`config.mk`:
```
export PLATFORM = sky130hd
export DESIGN_NAME = bitbrick_dispatcher_flat
export DESIGN_NICKNAME = d
export VERILOG_FILES = /design/src/rtl/bitbrick_dispatcher_if.sv /design/src/rtl/bitbrick_dispatcher.sv /design/src/flat_wrapper.sv
export SDC_FILE = /design/constraint.sdc
export NUM_CORES = 1
export LEC_CHECK = 0
export ABC_AREA = 1
export BUFFER_PORTS_ARGS = -buffer_cell sky130_fd_sc_hd__buf_2
export CAP_MARGIN = 20
export CORE_UTILIZATION = 24
export CTS_BUF_LIST = sky130_fd_sc_hd__clkbuf_2
export DETAILED_ROUTE_END_ITERATION = 6
export GPL_TIMING_DRIVEN = 0
export REMOVE_ABC_BUFFERS = 1
export SLEW_MARGIN = 20
export SYNTH_ARGS = -nofsm -noshare
export SYNTH_HDL_FRONTEND = slang
export SYNTH_SLANG_ARGS = --single-unit
```
`constraint.sdc`:
```
create_clock -name i_clk -period 4.7 [get_ports i_clk]
set_input_delay 0.235 -clock i_clk [delete_from_list [all_inputs] [get_ports i_clk]]
set_output_delay 0.235 -clock i_clk [all_outputs]
set_load 0.02 [all_outputs]
```
`src/rtl/bitbrick_dispatcher_if.sv`:
```
// Operand-pair input stream and brick-pair output stream of the bitbrick dispatcher.
// Latency: none, this file only bundles signals.
// Backpressure: in_ready throttles operand pairs; out_ready throttles brick pairs.
interface bitbrick_dispatcher_if #(
  parameter int OP_W    = 8,
  parameter int BRICK_W = 2
);
  // operand pair stream
  logic               in_valid;
  logic               in_ready;
  logic [OP_W-1:0]    in_a;
  logic [OP_W-1:0]    in_w;
  logic [1:0]         in_prec;
  logic               in_signed;
  // brick pair stream
  logic               out_valid;
  logic               out_ready;
  logic [BRICK_W-1:0] out_a;
  logic [BRICK_W-1:0] out_w;
  logic               out_sel;
  logic [3:0]         out_shift;
  logic               out_first;
  logic               out_last;
  // status
  logic               busy;

  // Producer of operands / consumer of brick pairs.
  modport master (
    output in_valid, in_a, in_w, in_prec, in_signed, out_ready,
    input  in_ready, out_valid, out_a, out_w, out_sel, out_shift,
           out_first, out_last, busy
  );

  // The dispatcher itself.
  modport slave (
    input  in_valid, in_a, in_w, in_prec, in_signed, out_ready,
    output in_ready, out_valid, out_a, out_w, out_sel, out_shift,
           out_first, out_last, busy
  );
endinterface

```
`src/rtl/bitbrick_dispatcher.sv`:
```
// Splits an activation/weight pair into 2-bit bricks and issues every brick pair to a bitbrick.
// Latency: first brick pair is on the outputs 1 cycle after the operand transfer; N*N beats total.
// Backpressure: outputs hold while out_valid && !out_ready; in_ready is low for the whole operation.
module bitbrick_dispatcher #(
  parameter int OP_W    = 8,
  parameter int BRICK_W = 2
) (
  input  logic                 i_clk,
  input  logic                 i_rst,
  bitbrick_dispatcher_if.slave bus
);

  typedef enum logic {S_IDLE, S_ISSUE} state_t;

  state_t              r_state;
  logic [OP_W-1:0]     r_a;
  logic [OP_W-1:0]     r_w;
  logic [1:0]          r_nm1;      // N-1: 0, 1 or 3
  logic                r_signed;
  logic [1:0]          r_i;
  logic [1:0]          r_j;

  logic                r_out_valid;
  logic [BRICK_W-1:0]  r_out_a;
  logic [BRICK_W-1:0]  r_out_w;
  logic                r_out_sel;
  logic [3:0]          r_out_shift;
  logic                r_out_first;
  logic                r_out_last;

  logic [1:0]          w_in_nm1;
  logic [1:0]          w_nxt_i;
  logic [1:0]          w_nxt_j;
  logic [OP_W-1:0]     w_src_a;
  logic [OP_W-1:0]     w_src_w;
  logic [1:0]          w_src_nm1;
  logic                w_src_signed;
  logic [1:0]          w_bi;
  logic [1:0]          w_bj;
  logic [2:0]          w_sum;
  logic [BRICK_W-1:0]  w_pl_a;
  logic [BRICK_W-1:0]  w_pl_w;
  logic                w_pl_sel;
  logic [3:0]          w_pl_shift;
  logic                w_pl_first;
  logic                w_pl_last;
  logic                w_adv;

  function automatic logic [BRICK_W-1:0] f_brick(input logic [OP_W-1:0] x, input logic [1:0] idx);
    f_brick = x[idx*BRICK_W +: BRICK_W];
  endfunction

  assign w_adv = r_out_valid && bus.out_ready;

  // Decode the requested precision into N-1; 2 and 3 both mean 8-bit.
  always_comb begin
    w_in_nm1 = 2'd3;
    case (bus.in_prec)
      2'd0:    w_in_nm1 = 2'd0;
      2'd1:    w_in_nm1 = 2'd1;
      default: w_in_nm1 = 2'd3;
    endcase
  end

  // Step (i,j): j is the inner loop and wraps at N-1.
  always_comb begin
    w_nxt_i = r_i;
    w_nxt_j = r_j + 2'd1;
    if (r_j == r_nm1) begin
      w_nxt_j = 2'd0;
      w_nxt_i = r_i + 2'd1;
    end
  end

  // Payload of the beat to be loaded next: beat 0 of a fresh pair in IDLE, otherwise the following beat.
  always_comb begin
    w_src_a      = r_a;
    w_src_w      = r_w;
    w_src_nm1    = r_nm1;
    w_src_signed = r_signed;
    w_bi         = w_nxt_i;
    w_bj         = w_nxt_j;
    if (r_state == S_IDLE) begin
      w_src_a      = bus.in_a;
      w_src_w      = bus.in_w;
      w_src_nm1    = w_in_nm1;
      w_src_signed = bus.in_signed;
      w_bi         = 2'd0;
      w_bj         = 2'd0;
    end
    w_pl_a     = f_brick(w_src_a, w_bi);
    w_pl_w     = f_brick(w_src_w, w_bj);
    // Only the most significant a-brick of a signed operand is treated as signed.
    w_pl_sel   = !(w_src_signed && (w_bi == w_src_nm1));
    w_sum      = {1'b0, w_bi} + {1'b0, w_bj};
    w_pl_shift = {w_sum, 1'b0};
    w_pl_first = (w_bi == 2'd0) && (w_bj == 2'd0);
    w_pl_last  = (w_bi == w_src_nm1) && (w_bj == w_src_nm1);
  end

  // Control FSM: capture an operand pair in IDLE, walk all brick pairs in ISSUE.
  always_ff @(posedge i_clk) begin
    if (i_rst) begin
      r_state     <= S_IDLE;
      r_a         <= '0;
      r_w         <= '0;
      r_nm1       <= 2'd0;
      r_signed    <= 1'b0;
      r_i         <= 2'd0;
      r_j         <= 2'd0;
      r_out_valid <= 1'b0;
      r_out_a     <= '0;
      r_out_w     <= '0;
      r_out_sel   <= 1'b0;
      r_out_shift <= 4'd0;
      r_out_first <= 1'b0;
      r_out_last  <= 1'b0;
    end else begin
      case (r_state)
        S_IDLE: begin
          if (bus.in_valid) begin
            r_a         <= bus.in_a;
            r_w         <= bus.in_w;
            r_nm1       <= w_in_nm1;
            r_signed    <= bus.in_signed;
            r_i         <= 2'd0;
            r_j         <= 2'd0;
            r_out_valid <= 1'b1;
            r_out_a     <= w_pl_a;
            r_out_w     <= w_pl_w;
            r_out_sel   <= w_pl_sel;
            r_out_shift <= w_pl_shift;
            r_out_first <= w_pl_first;
            r_out_last  <= w_pl_last;
            r_state     <= S_ISSUE;
          end
        end
        S_ISSUE: begin
          if (w_adv) begin
            if (r_out_last) begin
              r_state     <= S_IDLE;
              r_i         <= 2'd0;
              r_j         <= 2'd0;
              r_out_valid <= 1'b0;
              r_out_a     <= '0;
              r_out_w     <= '0;
              r_out_sel   <= 1'b0;
              r_out_shift <= 4'd0;
              r_out_first <= 1'b0;
              r_out_last  <= 1'b0;
            end else begin
              r_i         <= w_nxt_i;
              r_j         <= w_nxt_j;
              r_out_a     <= w_pl_a;
              r_out_w     <= w_pl_w;
              r_out_sel   <= w_pl_sel;
              r_out_shift <= w_pl_shift;
              r_out_first <= w_pl_first;
              r_out_last  <= w_pl_last;
            end
          end
        end
        default: r_state <= S_IDLE;
      endcase
    end
  end

  assign bus.in_ready  = (r_state == S_IDLE);
  assign bus.busy      = (r_state == S_ISSUE);
  assign bus.out_valid = r_out_valid;
  assign bus.out_a     = r_out_a;
  assign bus.out_w     = r_out_w;
  assign bus.out_sel   = r_out_sel;
  assign bus.out_shift = r_out_shift;
  assign bus.out_first = r_out_first;
  assign bus.out_last  = r_out_last;

endmodule

```
`src/flat_wrapper.sv`:
```
// flat-port wrapper written by rule: the top's interface ports become plain ports
module bitbrick_dispatcher_flat 
#(
  parameter int OP_W    = 8,
  parameter int BRICK_W = 2
)
  (i_clk, i_rst, bus_in_valid, bus_in_a, bus_in_w, bus_in_prec, bus_in_signed, bus_out_ready, bus_in_ready, bus_out_valid, bus_out_a, bus_out_w, bus_out_sel, bus_out_shift, bus_out_first, bus_out_last, bus_busy);
  bitbrick_dispatcher_if #(.OP_W(OP_W), .BRICK_W(BRICK_W)) bus_i ();
  input  logic i_clk;
  input  logic i_rst;
  input wire logic [$bits(bus_i.in_valid)-1:0] bus_in_valid;
  input wire logic [$bits(bus_i.in_a)-1:0] bus_in_a;
  input wire logic [$bits(bus_i.in_w)-1:0] bus_in_w;
  input wire logic [$bits(bus_i.in_prec)-1:0] bus_in_prec;
  input wire logic [$bits(bus_i.in_signed)-1:0] bus_in_signed;
  input wire logic [$bits(bus_i.out_ready)-1:0] bus_out_ready;
  output wire logic [$bits(bus_i.in_ready)-1:0] bus_in_ready;
  output wire logic [$bits(bus_i.out_valid)-1:0] bus_out_valid;
  output wire logic [$bits(bus_i.out_a)-1:0] bus_out_a;
  output wire logic [$bits(bus_i.out_w)-1:0] bus_out_w;
  output wire logic [$bits(bus_i.out_sel)-1:0] bus_out_sel;
  output wire logic [$bits(bus_i.out_shift)-1:0] bus_out_shift;
  output wire logic [$bits(bus_i.out_first)-1:0] bus_out_first;
  output wire logic [$bits(bus_i.out_last)-1:0] bus_out_last;
  output wire logic [$bits(bus_i.busy)-1:0] bus_busy;
  assign bus_i.in_valid = bus_in_valid;
  assign bus_i.in_a = bus_in_a;
  assign bus_i.in_w = bus_in_w;
  assign bus_i.in_prec = bus_in_prec;
  assign bus_i.in_signed = bus_in_signed;
  assign bus_i.out_ready = bus_out_ready;
  assign bus_in_ready = bus_i.in_ready;
  assign bus_out_valid = bus_i.out_valid;
  assign bus_out_a = bus_i.out_a;
  assign bus_out_w = bus_i.out_w;
  assign bus_out_sel = bus_i.out_sel;
  assign bus_out_shift = bus_i.out_shift;
  assign bus_out_first = bus_i.out_first;
  assign bus_out_last = bus_i.out_last;
  assign bus_busy = bus_i.busy;
  bitbrick_dispatcher #(.OP_W(OP_W), .BRICK_W(BRICK_W)) u_core (.i_clk(i_clk), .i_rst(i_rst), .bus(bus_i));
endmodule
```
[Word level (Yosys, flattened, before mapping)]
Index checks and enable logic that the tools add are counted.
Word-level totals
  ROM bits: 0
  bits in latches: 0
  memories kept: 0
  register bits after elaboration: 36
  bits in writable memories: 0
Cells by class
  equality and inequality tests: 7
  bitwise gates (word level): 1
  order comparisons: 0
  $mul: 0
  shift-type cells: 2
  reductions and logical operators: 11
  muxes and demuxes: 48
  $add $sub $neg: 3
  divide/modulo/power cells: 0
Operators with widths (count)
  2-bit 2-to-1 mux: 16
  2-bit case mux with 2 select lines: 5
  1-bit 2-to-1 mux: 16
  8-bit 2-to-1 mux: 2
  8-bit by 4-bit indexed part select with 2-bit output: 2
  4-bit 2-to-1 mux: 3
  1-bit case mux with 2 select lines: 5
  4-bit case mux with 2 select lines: 1
  2-bit == test: 3
  2-bit logical NOT: 3
  2-bit != test, second input constant: 3
  2-bit by 1-bit adder with 2-bit output, second input constant: 2
  1-bit logical AND: 4
  2-bit AND reduction: 2
  2-bit by 2-bit adder with 3-bit output: 1
  3-bit AND reduction: 1
  2-bit by 1-bit == test with 1-bit output, second input constant: 1
  1-bit logical NOT: 1
  1-bit inverter: 1

[Depth between registers and ports, before layout]
  depth in word-level cells: 9
  mapped depth: 13

[Least setup slack after synthesis]
Ideal clock, no wire load.
  path type: register -> register
  start point: register u_core.r_state, in the netlist u_core.bus.busy
  end point: register u_core.r_out_shift[2], in the netlist u_core.bus.out_shift[2]
  buffers on the path: 2
  period minus slack after synthesis: 1.714 ns
  stages on the path, launching flop included: 8
  slack: 2.986 ns
  data arrival time: 1.584 ns
  cells stage by stage: dfxtp_1 > buf_6 > buf_4 > nand2_1 > nor2_1 > fa_1 > nand2_1 > a21oi_1
Between the ends
  word-level cells in the longest chain between the ends: 5
Ends and longest elaborated chain
  start, declared: RTL line bitbrick_dispatcher.sv:15  | state_t r_state;
  start signal, assigned: RTL line bitbrick_dispatcher.sv:104  | r_state <= S_IDLE;
  start signal, assigned: RTL line bitbrick_dispatcher.sv:135  | r_state <= S_ISSUE;
  start signal, assigned: RTL line bitbrick_dispatcher.sv:141  | r_state <= S_IDLE;
  2-bit 2-to-1 mux: RTL line bitbrick_dispatcher.sv:83  | if (r_state == S_IDLE) begin
  2-bit by 2-bit adder with 3-bit output: RTL line bitbrick_dispatcher.sv:95  | w_sum = {1'b0, w_bi} + {1'b0, w_bj};
  4-bit 2-to-1 mux: RTL line bitbrick_dispatcher.sv:140  | if (r_out_last) begin
  4-bit 2-to-1 mux: RTL line bitbrick_dispatcher.sv:139  | if (w_adv) begin
  4-bit case mux with 2 select lines: RTL line bitbrick_dispatcher.sv:119  | case (r_state)
  end signal, assigned: RTL line bitbrick_dispatcher.sv:132  | r_out_shift <= w_pl_shift;
  end signal, assigned: RTL line bitbrick_dispatcher.sv:157  | r_out_shift <= w_pl_shift;
  end, declared: RTL line bitbrick_dispatcher.sv:27  | logic [3:0] r_out_shift;
Several ways; a longest one is shown, not always the timed one. The select of a mux whose other input is x is not followed.
A chain may end at the register's enable or synchronous reset.

[Final worst setup path]
  start point: register u_core.r_state, in the netlist u_core.bus.busy
  end point: register u_core.r_out_last, in the netlist u_core.bus.out_last
Between the ends
  word-level cells in the longest chain between the ends: 6
Ends and longest elaborated chain
  2-bit 2-to-1 mux: RTL line bitbrick_dispatcher.sv:83
  2-bit == test: RTL line bitbrick_dispatcher.sv:98  | w_pl_last = (w_bi == w_src_nm1) && (w_bj == w_src_nm1);
  1-bit logical AND: RTL line bitbrick_dispatcher.sv:98
  1-bit 2-to-1 mux: RTL line bitbrick_dispatcher.sv:140
  1-bit 2-to-1 mux: RTL line bitbrick_dispatcher.sv:139
  1-bit case mux with 2 select lines: RTL line bitbrick_dispatcher.sv:119
  end signal, assigned: RTL line bitbrick_dispatcher.sv:134  | r_out_last <= w_pl_last;
  end signal, assigned: RTL line bitbrick_dispatcher.sv:159  | r_out_last <= w_pl_last;
  end, declared: RTL line bitbrick_dispatcher.sv:29  | logic r_out_last;
Several ways; a longest one is shown, not always the timed one. The select of a mux whose other input is x is not followed.

==> results_dict.tcl <==
set metrics [dict create \
    status "finished, final reports clean" \
    timing.rr.start "u_core.bus.busy" \
    nFillCells 843 \
    period_share_pct 41.5 \
    cts_hold_buf 0 \
    synth-seq-area-share_pct 39.4 \
    cts_max_level 2 \
    yosysTopAreaCellShare_pct 39.4 \
    worstMarginPinSlew_ns 0.608 \
    r2r-end "u_core.bus.out_last" \
    syn-mean-instance-area_um2 6.90 \
    ant_nets 0 \
    synth_cell_types 29 \
    cts_resized 0 \
    drtPass1Iterations 4 \
    slew_violations 0 \
    setup_viol 0 \
    hold_depth 3 \
    fin_skew_ns 0.0351 \
    clockBufferDepth 2 \
    final_hold_viol_count 0 \
    drc_errors 0 \
    powerDensity_nw_per_um2 294 \
    cts_root_buf "clkbuf_2" \
    regArea_um2 702 \
    die_w_um 88.1 \
    synth_flop_cell "dfxtp_1" \
    synth_area_um2 1780 \
    track_usage_pct 12.1 \
    cts_setup_buffers 0 \
    numCtsBuffers 5 \
    synth_area_leaders "dfxtp_1 39%, nand2_1 14%, a21oi_1 6.5%" \
    met1_usage_pct 16.5 \
    core_area_um2 7210 \
    synth_seq_cells 35 \
    grt_max_degree 27 \
    crit_fanout 26 \
    numPortBuffers 35 \
    multi_input_area_um2 908 \
    synthCells 258 \
    grt_antenna_before_repair 0 \
    ys_async_sr_fraction_pct 0 \
    io_pins 37 \
    cp-start-kind "register" \
    p_leak_nw 0.919 \
    clk_pin_slew_ns 0.18 \
    place_congestion 0.931 \
    yosysTopAreaCell "dfxtp_1" \
    synth-edff-count 0 \
    rsz0062_at_grt "no" \
    diodes 0 \
    fmax_mhz 512 \
    routed_via_density 4.44 \
    hold_class "in -> reg" \
    crit_start "u_core.bus.busy" \
    tns_ns 0 \
    wl_per_cell_um 11.3 \
    start_util_pct 24.7 \
    area_delta_synth_final_pct 15.5 \
    drive_gt1_share_pct 21.0 \
    vdd_drop_max_v 0.000105 \
    arrival_ns 2.28 \
    die_h_um 88.1 \
    yosysWarningCount 0 \
    cap_violations 0 \
    cts.sinks 35 \
    period_needed_ns 1.95 \
    hold_path_end "u_core.r_w[6]" \
    holdWs_ns 0.0972 \
    path_class "reg -> reg" \
    via_count 1729 \
    clock_latency_ns 0.39 \
    tritoncts "done" \
    r2r_slack_ns 2.75 \
    cp-end-kind "register" \
    busiest_layer "met2" \
    grt-ovfl-total 0 \
    drt-total-wl_um 4400 \
    worstPathRequired_ns 5.03 \
    grt_use_met3_pct 3.20 \
    drtIter0Drc 151 \
    grt_pass1_wl_um 7240 \
    utilization_pct 28.5 \
    reg2regPathDepth 8 \
    hpwl_um 3210 \
    grt_pass1_vias 1557 \
    relSlewSlack_pct 59.5 \
    final_nets 313 \
    use_met2_pct 18.4 \
    num_rows 31 \
    die_area_um2 7770 \
    min-delay-start "bus_in_w[6]" \
]
flip-flops by register name (all words and copies together) (netlist names):
register	cells
u_core.r_j	2
u_core.bus.out_shift	3
u_core.r_i	2
u_core.bus.busy	1
u_core.bus.out_sel	1
u_core.bus.out_valid	1
u_core.r_w	8
u_core.bus.out_first	1
u_core.r_signed	1
u_core.bus.out_a	2
u_core.bus.out_w	2
u_core.r_a	8
u_core.bus.out_last	1
u_core.r_nm1	2
cells by family (layout without fill, tap and decap cells):
kind of cell / after synthesis / after routing / synth area share (%)
flops: 35 / 35 / 39.4
other cells: 1 / 1 / 0.211
compound gates: 56 / 56 / 17.8
mux: 1 / 1 / 0.562
simple gates: 124 / 124 / 30.4
fa+ha+maj: 1 / 1 / 1.12
buf+inv: 38 / 70 / 9.63
xor+xnor: 2 / 2 / 0.984
cells in the mapped netlist (2+ instances only):
master    count
a21oi_1      23
nand3_1      15
nand2_4       3
inv_2         2
clkbuf_1      6
nand2_1      65
o21ai_0      22
nor2_1       30
dfxtp_1      35
a211oi_1      6
nand3b_1      2
o22ai_1       2
buf_4         3
inv_1        23
nand2_2       6
a21oi_2       2
layout by cell type (no fill, tap or decap):
master / instances
inv_2: 2
clkinv_2: 1
clkinv_1: 1
nor2_1: 30
inv_1: 23
nand2_2: 6
clkbuf_2: 7
nand2_4: 3
conb_1: 1
nand3_1: 15
a21oi_1: 23
o22ai_1: 2
o21ai_0: 22
nand3b_1: 2
fa_1: 1
xor2_1: 1
mux2i_1: 1
nor2_2: 1
nand2_1: 65
dfxtp_2: 1
a21oi_2: 2
xnor2_1: 1
a21oi_4: 1
a211oi_1: 6
nand3_2: 1
buf_2: 35
dfxtp_1: 34
inv_6: 1
nand4_1: 1
per-stage QoR:
stage / power, mW / area [µm²] / cells / setup slack [ns]
after CTS: 0.614 / 2050 / 389 / 2.30
after detailed placement: 0.465 / 2010 / 381 / 2.31
after global routing: 0.648 / 2060 / 389 / 2.51
final: 0.604 / 2060 / 389 / 2.75
after global placement: 0.462 / 2010 / 381 / 2.30
after floorplan: 0.422 / 1720 / 247 / 2.61
worst max-delay path by stage:
stage / endpoint / depth (start not counted)
6_report: u_core.bus.out_last / 8
5_1_grt: u_core.r_nm1[0] / 5
4_1_cts: u_core.bus.out_last / 8
3_5_place_dp: u_core.bus.out_shift[2] / 5
3_3_place_gp: u_core.bus.out_last / 9
2_1_floorplan: u_core.bus.out_shift[2] / 5
power breakdown:
group          leakage [nW]  total [mW]  internal [mW]  switching [mW]
logic                 0.598       0.127         0.0441          0.0829
registers             0.288       0.331          0.316          0.0147
clock network        0.0330       0.146         0.0407           0.106
total                 0.919       0.604          0.401           0.203
layer usage:
metal | wire length (µm) | vias to the layer above | share of wire [%]
li1 | - | 887 | -
met1 | 2230 | 789 | 51
met2 | 1830 | 43 | 42
met3 | 251 | 10 | 5.7
met4 | 94 | 0 | 2.1
met5 | 0 | - | 0
critical path, cell delays in order, from the launching register on:
cell and delay [ns]:
dfxtp_2 0.76, nand3_1 0.21, nand2_1 0.11, inv_2 0.13, a21oi_4 0.29, nand3_1 0.12, nor2_1 0.12, nand2_1 0.07
a21oi_2 0.11
final cells by class:
| class | count | area share (%) |
|---|---|---|
| multi-input combinational | 185 | 44.2 |
| tap | 99 | 6.03 |
| clock inverter | 1 | 0.243 |
| inverter | 27 | 5.17 |
| timing repair buffer | 35 | 8.52 |
| sequential | 35 | 34.1 |
| clock buffer | 7 | 1.70 |
(Power assumes the default switching activity.)
